**config.mk**
```make
export PLATFORM = sky130hd
export DESIGN_NAME = wb_regfile
export DESIGN_NICKNAME = d
export VERILOG_FILES = /design/src/rtl/pipeline_pkg.sv /design/src/rtl/regbank.sv /design/src/rtl/wb_regfile.sv
export SDC_FILE = /design/constraint.sdc
export NUM_CORES = 2
export LEC_CHECK = 0
export CAP_MARGIN = 20
export CORE_MARGIN = 4
export CORE_UTILIZATION = 56
export CTS_BUF_LIST = sky130_fd_sc_hd__clkbuf_8 sky130_fd_sc_hd__clkbuf_16
export CTS_CLUSTER_DIAMETER = 60
export DETAILED_ROUTE_END_ITERATION = 6
export GPL_ROUTABILITY_DRIVEN = 1
export PLACE_DENSITY_LB_ADDON = 0.08
export SYNTH_ARGS = -nofsm -noshare
export SYNTH_HDL_FRONTEND = slang
export SYNTH_SLANG_ARGS = --single-unit
```
**constraint.sdc**
```tcl
create_clock -name clk -period 68.3 [get_ports clk]
set_input_delay 13.66 -clock clk [delete_from_list [all_inputs] [get_ports clk]]
set_output_delay 13.66 -clock clk [all_outputs]
set_load 0.02 [all_outputs]
```
**src/rtl/pipeline_pkg.sv**
```systemverilog
// Shared pipeline constants: register file geometry and write-enable bit positions.
package pipeline_pkg;

   localparam int unsigned NREG = 16;
   localparam int unsigned SW   = 32;
   localparam int unsigned VW   = 64;
   localparam int unsigned IDXW = $clog2(NREG);

   localparam int unsigned WEN_SCALAR = 0;
   localparam int unsigned WEN_VECTOR = 1;

endpackage

```
**src/rtl/regbank.sv**
```systemverilog
// regbank: NREG x WIDTH register array with one synchronous write port and two
// combinational read ports. Asynchronous active-high reset clears every entry.
// Optional read-during-write forwarding when WB_BYPASS_EN is defined.
// Parameters: WIDTH (data width), ZERO_REG0 (1 = entry 0 hardwired to zero).
// Ports:
//   clk, rst          clock, async active-high reset
//   wen, waddr, wdata write port
//   addr_a, addr_b    read addresses
//   rdata_a, rdata_b  combinational read data
module regbank
   import pipeline_pkg::*;
#(
   parameter int unsigned WIDTH     = 32,
   parameter bit          ZERO_REG0 = 1'b0
) (
   input  logic              clk,
   input  logic              rst,
   input  logic              wen,
   input  logic [IDXW-1:0]   waddr,
   input  logic [WIDTH-1:0]  wdata,
   input  logic [IDXW-1:0]   addr_a,
   input  logic [IDXW-1:0]   addr_b,
   output logic [WIDTH-1:0]  rdata_a,
   output logic [WIDTH-1:0]  rdata_b
);

   logic [WIDTH-1:0] mem [NREG];
   logic             wr_ok;

   // A write to entry 0 of a zero-hardwired bank is dropped here and in forwarding.
   assign wr_ok = wen && !(ZERO_REG0 && (waddr == '0));

   // Storage array with asynchronous clear.
   always_ff @(posedge clk or posedge rst) begin
      if (rst) begin
         for (int i = 0; i < int'(NREG); i++) begin
            mem[i] <= '0;
         end
      end else if (wr_ok) begin
         mem[waddr] <= wdata;
      end
   end

   // Read ports; entry 0 masked for zero banks, forced to 0 during reset.
   always_comb begin
      rdata_a = mem[addr_a];
      rdata_b = mem[addr_b];
`ifdef WB_BYPASS_EN
      if (wr_ok && (addr_a == waddr)) rdata_a = wdata;
      if (wr_ok && (addr_b == waddr)) rdata_b = wdata;
`endif
      if (ZERO_REG0 && (addr_a == '0)) rdata_a = '0;
      if (ZERO_REG0 && (addr_b == '0)) rdata_b = '0;
      if (rst) begin
         rdata_a = '0;
         rdata_b = '0;
      end
   end

endmodule

```
**src/rtl/wb_regfile.sv**
```systemverilog
// wb_regfile: write-back stage. Commits MEM/WB results into the scalar (r0 = 0)
// and vector register files and serves two read ports per file to decode.
// Optional macro WB_BYPASS_EN enables same-cycle read-during-write forwarding.
// Ports:
//   clk, rst                         clock, async active-high reset
//   wEnRegWB_In[1:0]                 bit0 scalar write, bit1 vector write
//   rdWB_In, writeDataWB_In          destination index and 64-bit result
//   sAddrA/B -> sDataA/B             scalar reads (32-bit)
//   vAddrA/B -> vDataA/B             vector reads (64-bit)
//   wbValid                          registered, 1 for a cycle after any commit
//   wbCount                          registered 16-bit wrapping commit count
module wb_regfile
   import pipeline_pkg::*;
(
   input  logic            clk,
   input  logic            rst,
   input  logic [1:0]      wEnRegWB_In,
   input  logic [3:0]      rdWB_In,
   input  logic [63:0]     writeDataWB_In,
   input  logic [3:0]      sAddrA,
   input  logic [3:0]      sAddrB,
   input  logic [3:0]      vAddrA,
   input  logic [3:0]      vAddrB,
   output logic [31:0]     sDataA,
   output logic [31:0]     sDataB,
   output logic [63:0]     vDataA,
   output logic [63:0]     vDataB,
   output logic            wbValid,
   output logic [15:0]     wbCount
);

   logic s_wen;
   logic v_wen;
   logic any_wen;

   // Enable decode; a dropped r0 scalar write still counts as a commit.
   assign s_wen   = wEnRegWB_In[WEN_SCALAR];
   assign v_wen   = wEnRegWB_In[WEN_VECTOR];
   assign any_wen = s_wen | v_wen;

   regbank #(
      .WIDTH     (SW),
      .ZERO_REG0 (1'b1)
   ) u_scalar (
      .clk     (clk),
      .rst     (rst),
      .wen     (s_wen),
      .waddr   (rdWB_In),
      .wdata   (writeDataWB_In[SW-1:0]),
      .addr_a  (sAddrA),
      .addr_b  (sAddrB),
      .rdata_a (sDataA),
      .rdata_b (sDataB)
   );

   regbank #(
      .WIDTH     (VW),
      .ZERO_REG0 (1'b0)
   ) u_vector (
      .clk     (clk),
      .rst     (rst),
      .wen     (v_wen),
      .waddr   (rdWB_In),
      .wdata   (writeDataWB_In),
      .addr_a  (vAddrA),
      .addr_b  (vAddrB),
      .rdata_a (vDataA),
      .rdata_b (vDataB)
   );

   // Commit status: valid pulse and wrapping commit counter.
   always_ff @(posedge clk or posedge rst) begin
      if (rst) begin
         wbValid <= 1'b0;
         wbCount <= '0;
      end else begin
         wbValid <= any_wen;
         if (any_wen) wbCount <= wbCount + 16'(1);
      end
   end

endmodule

```
==> impl_metrics.yaml <==
finish:
  multi_input_comb_area_um2: 40450
  nFillCells: 10530
  regArea_um2: 38860
  final_cell_area_um2: 91950
  nets: 5345
  area_growth_pct: 12.53
  drive_gt1_share_pct: 49.54
die:
  initial_core_util_pct: 56.60
  fp.coreArea_um2: 144400
  die_y_um: 390.0
  die_width_um: 390.0
  fp-row-count: 139
  die_area_um2: 152100
  num_io_pins: 297
clock_network:
  clk_path_buf_depth: 3
  cts_made_buffers: 169
  cts_setup_buffers: 0
  cts_tree: "done"
  clk_latency_ps: 780
  cts_hold_buf: 0
  cts.sinks: 1553
  clockRootBuffer: "clkbuf_16"
  clk_pin_slew_ps: 50
  h-tree-depth: 4
  post_cts_resized: 0
routing:
  routed_wirelength_mm: 230.8
  drt_first_pass_iters: 5
  vias_per_cell: 6.811
  vias: 49800
  wire_per_inst_um: 31.56
  drtAntennaViolNets: 0
  drt_iter0_markers: 4046
  remaining_drc_errors: 0
placed_design:
  gp_congestion: 0.7873
  numPortBuffers: 296
  placed_cell_area_um2: 85610
  post-dp-hpwl_mm: 126.2
timing:
  relSlewSlack_pct: 19.89
  finalCritPeriodShare_pct: 46.57
  final_max_slew_viol_count: 0
  rsz0062_at_grt: "no"
  worst_slew_pin_slew_ps: 1202
  hold_violations: 0
  setup_viol: 0
  tns_ps: 0
  fin_skew_ps: 4.203
  min_period_ps: 31810
  max_freq_mhz: 31.44
status:
  status: "finished, final reports clean"
global_routing:
  grt_pass1_wl_mm: 345.7
  grt_max_degree: 191
  grt_pass1_vias: 52200
  antenna_found_initial: 14
  gr-total-overflow: 0
  grt_use_total_pct: 30.53
synth:
  synth.area.top_cells: "dfrtp_1 (48%), mux2_2 (20%), mux4_2 (20%)"
  synth_common_cells: "dfrtp_1 (1,553), mux2_2 (1,480), mux4_2 (722)"
  syn-cell-area_um2: 81710
  ys_seq_area_share_pct: 47.56
  synth_most_common_cell: "dfrtp_1"
  yosysTopAreaCell: "dfrtp_1"
  ys.flop_type: "dfrtp_1"
  synth_top_area_share_pct: 47.56
  synth_edf_count: 0
  synthDistinctLibCells: 43
  syn_nets: 5330
  syn_inst: 5241
  syn_avg_cell_area_um2: 15.59
  async_flop_share_pct: 100.0
  ys_ff_latch: 1553
  ys_warn_count: 0
critical_path:
  cp_cell_sequence: "clkdlybuf4s50_1 -> inv_8 -> buf_4 -> nand2_2 -> buf_4 -> o22ai_1 -> clkdlybuf4s50_1"
  crit_type: "input port to output pin"
  start_kind: "input port"
  critical-path-max-stage-delay_ps: 950
  critPathArrivalTime_ps: 18150
  path_max_fanout: 99
  required_ps: 54640
  critPathBufInv: 5
  cpMaxStageDelayCell: "clkdlybuf4s50_1"
  crit_family: "buffers and inverters"
  cp-end-kind: "output pin"
power:
  seqPwrFrac_pct: 44.4
  p_int_mw: 2.093
  switching_share_pct: 27.56
  p_leak_nw: 38.44
  ir_drop_mv: 0.02177
  combinationalPowerShare_pct: 23.3
  power_frac_clock_pct: 32.3
  p_sw_mw: 0.7965
  power.density_nw_per_um2: 31.43
flow_run:
  cap_violations: 0
hold_path:
  hp-class: "register to register"
[layout make-up]
type / count / area share (%)
Antenna cell: 11 / 0.02994
Clock inverter: 92 / 0.7743
Tap cell: 1903 / 2.590
Multi-Input combinational cell: 3105 / 43.99
Inverter: 2 / 0.01633
Clock buffer: 221 / 5.476
Sequential cell: 1553 / 42.27
Timing Repair Buffer: 425 / 4.853
[cell usage in the layout (no fill, tap or decap), types with 5 or more instances in the layout]
cell                n
o211ai_1           21
nor2_4             20
a211oi_1            8
a22oi_1            21
o22ai_1           146
buf_16             15
bufinv_16           9
buf_8              10
a22o_1             21
clkdlybuf4s50_1   284
mux2_2           1480
xor2_1              5
mux2i_1           376
and2_1              6
buf_12              7
nor2b_1            11
clkbuf_16         181
buf_4              99
clkinv_2           35
o31ai_1             5
xnor2_1            10
mux4_2            722
inv_6               6
and3_1             22
clkbuf_8           46
diode_2            11
inv_1              35
mux2_1             25
dfrtp_1          1553
nor2_1              5
nor4b_1             5
a32oi_1            20
nand2_4             7
nand4_1            23
a221o_1            26
nand2_1            76
[logic make-up after synthesis]
kind of cell             share of synthesized area, %
multiplexers                                    45.25
flip-flops                                      47.56
buffers and inverters                           3.259
AO/OA/AOI/OAI                                   2.392
AND/OR/NAND/NOR                                 1.360
XOR/XNOR                                       0.1608
adder cells (fa/ha/maj)                       0.01531
[sequential cells by signal (all words and copies together), names as in the netlist]
signal        count
u_vector.mem   1024
wbCount          16
wbValid           1
u_scalar.mem    512
[power groups by stage]
stage	logic (mW)	clock network, mW	registers, mW
final	0.674	0.934	1.28
after global routing	0.723	0.990	1.31
after detailed placement	0.673	0	1.29
after floorplan	0.521	0	1.25
after global placement	0.660	0	1.28
after CTS	0.675	0.951	1.28
[through the flow]
step	power [mW]	hold slack, ps	instances	util [%]	setup WS, ps
finish	2.890	390.4	7312	63.70	36490
global route	3.020	403.8	7302	63.68	36190
CTS	2.902	395.8	7278	63.29	36510
detailed placement	1.964	382.0	6965	59.31	36540
global placement	1.936	376.3	6962	59.26	36520
floorplan	1.775	441.3	5241	-	1751
[worst paths after layout]
check	from	endpoint	slack, ps	depth (start not counted)
setup reg to reg	wbCount[4]$_DFFE_PP0P_	wbCount[13]$_DFFE_PP0P_	66590	4
max in group asynchronous	rst	u_vector.mem[230]$_DFFE_PP0P_	50440	6
setup / recovery	rst	sDataB[16]	36490	7
min in group asynchronous	rst	u_vector.mem[534]$_DFFE_PP0P_	14170	2
hold / removal	u_scalar.mem[504]$_DFFE_PP0P_	u_scalar.mem[504]$_DFFE_PP0P_	390	0
hold reg to reg	u_scalar.mem[504]$_DFFE_PP0P_	u_scalar.mem[504]$_DFFE_PP0P_	390	0
[metal layers]
metal | vias to the layer above | track usage, % | part of all wire, %
met4 | 10 | 8.690 | 2.8
met5 | - | 0 | 0.027
met1 | 27360 | 42.69 | 42
li1 | 20450 | - | -
met2 | 1598 | 49.45 | 49
met3 | 386 | 5.887 | 6.7
(Power assumes the default switching activity.)
